## config.mk

```make
export PLATFORM = sky130hd
export DESIGN_NAME = dump_window_ctrl
export DESIGN_NICKNAME = d
export VERILOG_FILES = /design/src/rtl/dump_window_ctrl.sv
export SDC_FILE = /design/constraint.sdc
export NUM_CORES = 1
export LEC_CHECK = 0
export CAP_MARGIN = 30
export CELL_PAD_IN_SITES_DETAIL_PLACEMENT = 2
export CELL_PAD_IN_SITES_GLOBAL_PLACEMENT = 2
export CORE_MARGIN = 2
export CORE_UTILIZATION = 31
export DETAILED_ROUTE_END_ITERATION = 10
export GPL_TIMING_DRIVEN = 0
export PLACE_DENSITY_LB_ADDON = 0.1
export RECOVER_POWER = 100
export SETUP_SLACK_MARGIN = 0.5
export SYNTH_ARGS = -nofsm -noshare
export SYNTH_HDL_FRONTEND = slang
export SYNTH_SLANG_ARGS = --single-unit
```

## constraint.sdc

```tcl
create_clock -name clk -period 4.5 [get_ports clk]
set_clock_uncertainty 0.1 [all_clocks]
set_input_delay 0.45 -clock clk [delete_from_list [all_inputs] [get_ports clk]]
set_output_delay 0.45 -clock clk [all_outputs]
set_load 0.01 [all_outputs]
```

## src/rtl/dump_window_ctrl.sv

```systemverilog
// Frame-aware dump window sequencer: counts vsync falling edges and drives the
// dump enable plus open/close strobes for a per-frame capture resource.
module dump_window_ctrl #(
  parameter int FW       = 32,
  parameter bit LOADROM  = 1'b0,
  parameter int DL_GUARD = 16
) (
  input  logic          clk,
  input  logic          rst,
  input  logic          vs,
  input  logic          downloading,
  input  logic [FW-1:0] start_frame,
  input  logic [FW-1:0] stop_frame,
  output logic [FW-1:0] frame_cnt,
  output logic          dump_en,
  output logic          dump_on,
  output logic          dump_off,
  output logic          done
);

  localparam int GW = $clog2(DL_GUARD + 1);

  typedef enum logic [2:0] {
    IDLE,
    GUARD,
    WAIT_START,
    DUMPING,
    DONE
  } state_t;

  state_t        state;
  logic          vs_l;
  logic          dl_l;
  logic [GW-1:0] guard;
  logic [FW-1:0] entry_frame;

  logic          vs_fall;
  logic          dl_fall;
  logic          dl_rise;
  logic [FW-1:0] frame_nxt;
  logic          stop_armed;
  logic          stop_hit;

  assign vs_fall   = vs_l & ~vs;
  assign dl_fall   = dl_l & ~downloading;
  assign dl_rise   = ~dl_l & downloading;
  assign frame_nxt = vs_fall ? frame_cnt + FW'(1) : frame_cnt;

  // After a ROM load there is no start frame, so a stop frame is only
  // meaningful if it lies beyond the frame count at which the window opened.
  assign stop_armed = (stop_frame != '0) &&
                      (LOADROM ? (stop_frame > entry_frame) : (stop_frame > start_frame));
  assign stop_hit   = vs_fall && stop_armed && (frame_cnt == stop_frame);

  // NOTE: all state lives in one clocked block with non-blocking assignments,
  // so every branch reads the pre-edge values and outputs stay registered.
  always_ff @(posedge clk or posedge rst) begin
    if (rst) begin
      state       <= LOADROM ? IDLE : WAIT_START;
      vs_l        <= 1'b0;
      dl_l        <= 1'b0;
      guard       <= '0;
      entry_frame <= '0;
      frame_cnt   <= '0;
      dump_en     <= 1'b0;
      dump_on     <= 1'b0;
      dump_off    <= 1'b0;
      done        <= 1'b0;
    end else begin
      vs_l      <= vs;
      dl_l      <= downloading;
      frame_cnt <= frame_nxt;
      dump_on   <= 1'b0;
      dump_off  <= 1'b0;

      unique case (state)
        IDLE: begin
          if (dl_fall) begin
            guard <= GW'(DL_GUARD);
            state <= GUARD;
          end
        end

        GUARD: begin
          if (dl_rise) begin
            state <= IDLE;
          end else if (guard == GW'(1)) begin
            state       <= DUMPING;
            dump_en     <= 1'b1;
            dump_on     <= 1'b1;
            entry_frame <= frame_nxt;
          end else begin
            guard <= guard - GW'(1);
          end
        end

        WAIT_START: begin
          if (vs_fall && (frame_cnt == start_frame)) begin
            state       <= DUMPING;
            dump_en     <= 1'b1;
            dump_on     <= 1'b1;
            entry_frame <= frame_nxt;
          end
        end

        DUMPING: begin
          if (LOADROM && dl_rise) begin
            state    <= IDLE;
            dump_en  <= 1'b0;
            dump_off <= 1'b1;
          end else if (stop_hit) begin
            state    <= DONE;
            dump_en  <= 1'b0;
            dump_off <= 1'b1;
            done     <= 1'b1;
          end
        end

        DONE: begin
          done <= 1'b1;
        end

        default: begin
          state <= LOADROM ? IDLE : WAIT_START;
        end
      endcase
    end
  end

endmodule

```

==> flow_summary.toml <==
[grt]
globalRouteTotalUtil = 0.215
first_pass_grt_wire_length_mm = 21.0
largest_net_degree_at_the_start_of_global_routing = 33
via_count_of_the_first_global_routing_pass = 3771
antenna_found_initial = 0
grt_overflow = 0

[timing]
grt_setup_unrepaired = "no"
slew-limit-headroom = -0.248
maxClockFrequency_mhz = 286
final-setup-viol-count = 0
timing_hold_violations_final = 0
fin_setup_tns_ns = 0
finalWorstPathRequiredPeriod_ns = 3.50
tightestPinTransition_ns = 1.87
timing.final.max_slew_violations = 33
min_period_over_period = 0.777

[route]
routed_wirelength_mm = 13.3
avgRoutedWirePerCell_um = 20.1
detailedRoute.firstIterationViolations = 79
route.detailed.vias_per_inst = 5.11
remaining_drc_errors = 0
drtPass1Iterations = 4
detailroute.via_count = 3397
final_antenna_violating_net_count = 0

[critical_path]
critical_path.startpoint_type = "input pin"
timing.critical_path.fanout_max = 8
data_arrival_at_the_endpoint_of_the_critical_path_ns = 3.58
rrSetupSlack_ns = 1.38
end_kind = "flip-flop"
worst_ep_required_time_ns = 4.58
critPathKind = "input pin to flip-flop"

[placed_design]
finalWeightedCongestion = 0.889
placed_area_sq_um = 4970
dp_hpwl_mm = 11.1
io_buffers = 103
dpl.cell_count = 657

[floorplanning]
placementRows = 40
die-area_sq_um = 12900
width_of_the_die_um = 114
initial_core_utilization = 0.315
ioPinCount = 104
die_h_um = 114
core_area_sq_um = 11900

[yosys]
synth_area_per_cell_sq_um = 9.20
post_synth_xor_area_fraction = 0.223
synth_top_area_share = 0.302
synth_commonest_cells = "xor2_1, dfrtp_1, inv_1"
synth.ff_latch_count = 46
synth_cells = 406
synthDistinctLibCells = 58
synth.top_cells.by_area = "dfrtp_1, xor2_1, ha_1"
combinational_family_with_the_most_area_after_synthesis = "XOR/XNOR gates"
synth.area.mux_share = 0.00972
synth-compound-area-share = 0.0858
synth-edff-count = 0
synth_simple_gate_area_share = 0.198
synth_area_sq_um = 3730
yosysSeqAreaShare = 0.309
synth-main-ff-cell = "dfrtp_1"
post-synth-top-count-cell = "xor2_1"
asyncSetResetFlopFracSynth = 1.00
synth_warnings = 0
synth_fp_nets = 509
synth_fa_ha_area_frac = 0.117
yosys.area.top_type = "dfrtp_1"

[clocking]
cts_resized = 0
htree_levels = 2
cts.sinks = 46
clkSlewWorstSetupHoldPaths_ns = 0.07
clock_tree.buffer_depth = 2
cts_tree = "done"
insertion_delay_of_the_later_clocked_pin_in_the_worst_skew_pair_ns = 0.30
postCtsSetupBuffers = 0
cts_hold_repair.buffers = 0
num_cts_buffers = 5
ctsRootBufferMaster = "clkbuf_16"

[layout]
n_antenna_cell = 0
layout.cells.non_filler = 665
flow.area_growth_from_synthesis_pct = 36.0
final_area_sq_um = 5080
layout.core_utilization = 0.428
finalNetCount = 620
post_route_cells_drive_above_1_share = 0.0444

[outcome]
status = "complete, but fails checks"
violations = "max-capacitance violations, max-slew violations"

[job]
max-cap-violations = 1

[power_and_ir_drop]
p_per_area_nw_per_um2 = 256
power_leakage_nw = 2.48
vdd_ir_drop_max_mv = 0.220

[hold_path]
worst_hold_path_type = "flip-flop to flip-flop"
[path summary, 6_finish.rpt]
check | start | endpoint | cells after the start
setup / recovery | vs | frame_cnt[24] | 9
hold / removal | done | done | 1
setup reg to reg | vs_l | frame_cnt[24] | 8
hold reg to reg | done | done | 1
max in group asynchronous | rst | frame_cnt[30] | 3
min in group asynchronous | rst | frame_cnt[2] | 2
[report_power, final]
group / switching [W] / internal (W) / leakage, nW
sequential: 0.0000311 / 0.000439 / 0.609
clock: 0.000176 / 0.000263 / 0.0771
combinational: 0.000203 / 0.000186 / 1.79
total: 0.000411 / 0.000888 / 2.48
[layout by cell type (no fill, tap or decap), drive strengths merged, types with 8 or more instances in the layout]
master	netlist	layout
nand3	17	17
dfrtp	45	45
xnor2	25	25
ha	35	35
xor2	70	70
nor2	12	12
a21oi	15	15
dlygate4sd3	0	40
clkbuf	5	13
nor4	22	22
inv	39	39
nand4	18	18
nand2	24	24
nor3	9	9
clkdlybuf4s50	0	63
o21ai	8	8
[worst max-delay path: stages]
cell,delay (ns)
dlygate4sd3_1,0.55
nor2b_1,0.11
clkbuf_1,0.38
nand3_1,0.22
nor3_1,0.74
nand3_2,0.25
nor2b_1,0.52
nand3_1,0.19
xnor2_1,0.16
[metal layers]
layer / vias to the layer above / wire (um) / GRT usage
met1: 1679 / 5910 / 0.275
met4: 0 / 239 / 0.0593
li1: 1633 / - / -
met5: - / 0 / 0
met3: 16 / 569 / 0.0372
met2: 69 / 6620 / 0.374
[cell families (layout without fill, tap and decap cells)]
| kind of cell | after synthesis | count (layout) |
|---|---|---|
| muxes | 3 | 3 |
| DFF | 46 | 46 |
| adders and majority gates | 35 | 35 |
| AOI/OAI and AO/OA | 46 | 46 |
| buffers and inverters | 52 | 164 |
| xor gates and xnor gates | 95 | 95 |
| and+or+nand+nor | 129 | 129 |
[through the flow]
stage               total power, W  setup WS [ns]  hold WS (ns)
finish                     0.00130           1.00         0.375
floorplan                 0.000671           2.08         0.364
global route               0.00137          0.725         0.401
detailed placement        0.000884           1.22         0.355
global placement          0.000872           1.27         0.351
CTS                        0.00133           1.52         0.353
[cell type report]
type / instances / area (sq um)
Clock inverter: 2 / 37.5
Multi-Input combinational cell: 308 / 2330
Buffer: 13 / 66.3
Fill cell: 1322 / 6780
Sequential cell: 46 / 1150
Inverter: 39 / 146
Tap cell: 147 / 184
Timing Repair Buffer: 104 / 1030
Clock buffer: 6 / 129
[flip-flops by register name (all words and copies together) (netlist names)]
| name | flops |
|---|---|
| done | 1 |
| dump_on | 1 |
| dump_en | 1 |
| vs_l | 1 |
| guard | 5 |
| dl_l | 1 |
| state | 3 |
| frame_cnt | 32 |
| dump_off | 1 |
(Power assumes the default switching activity.)
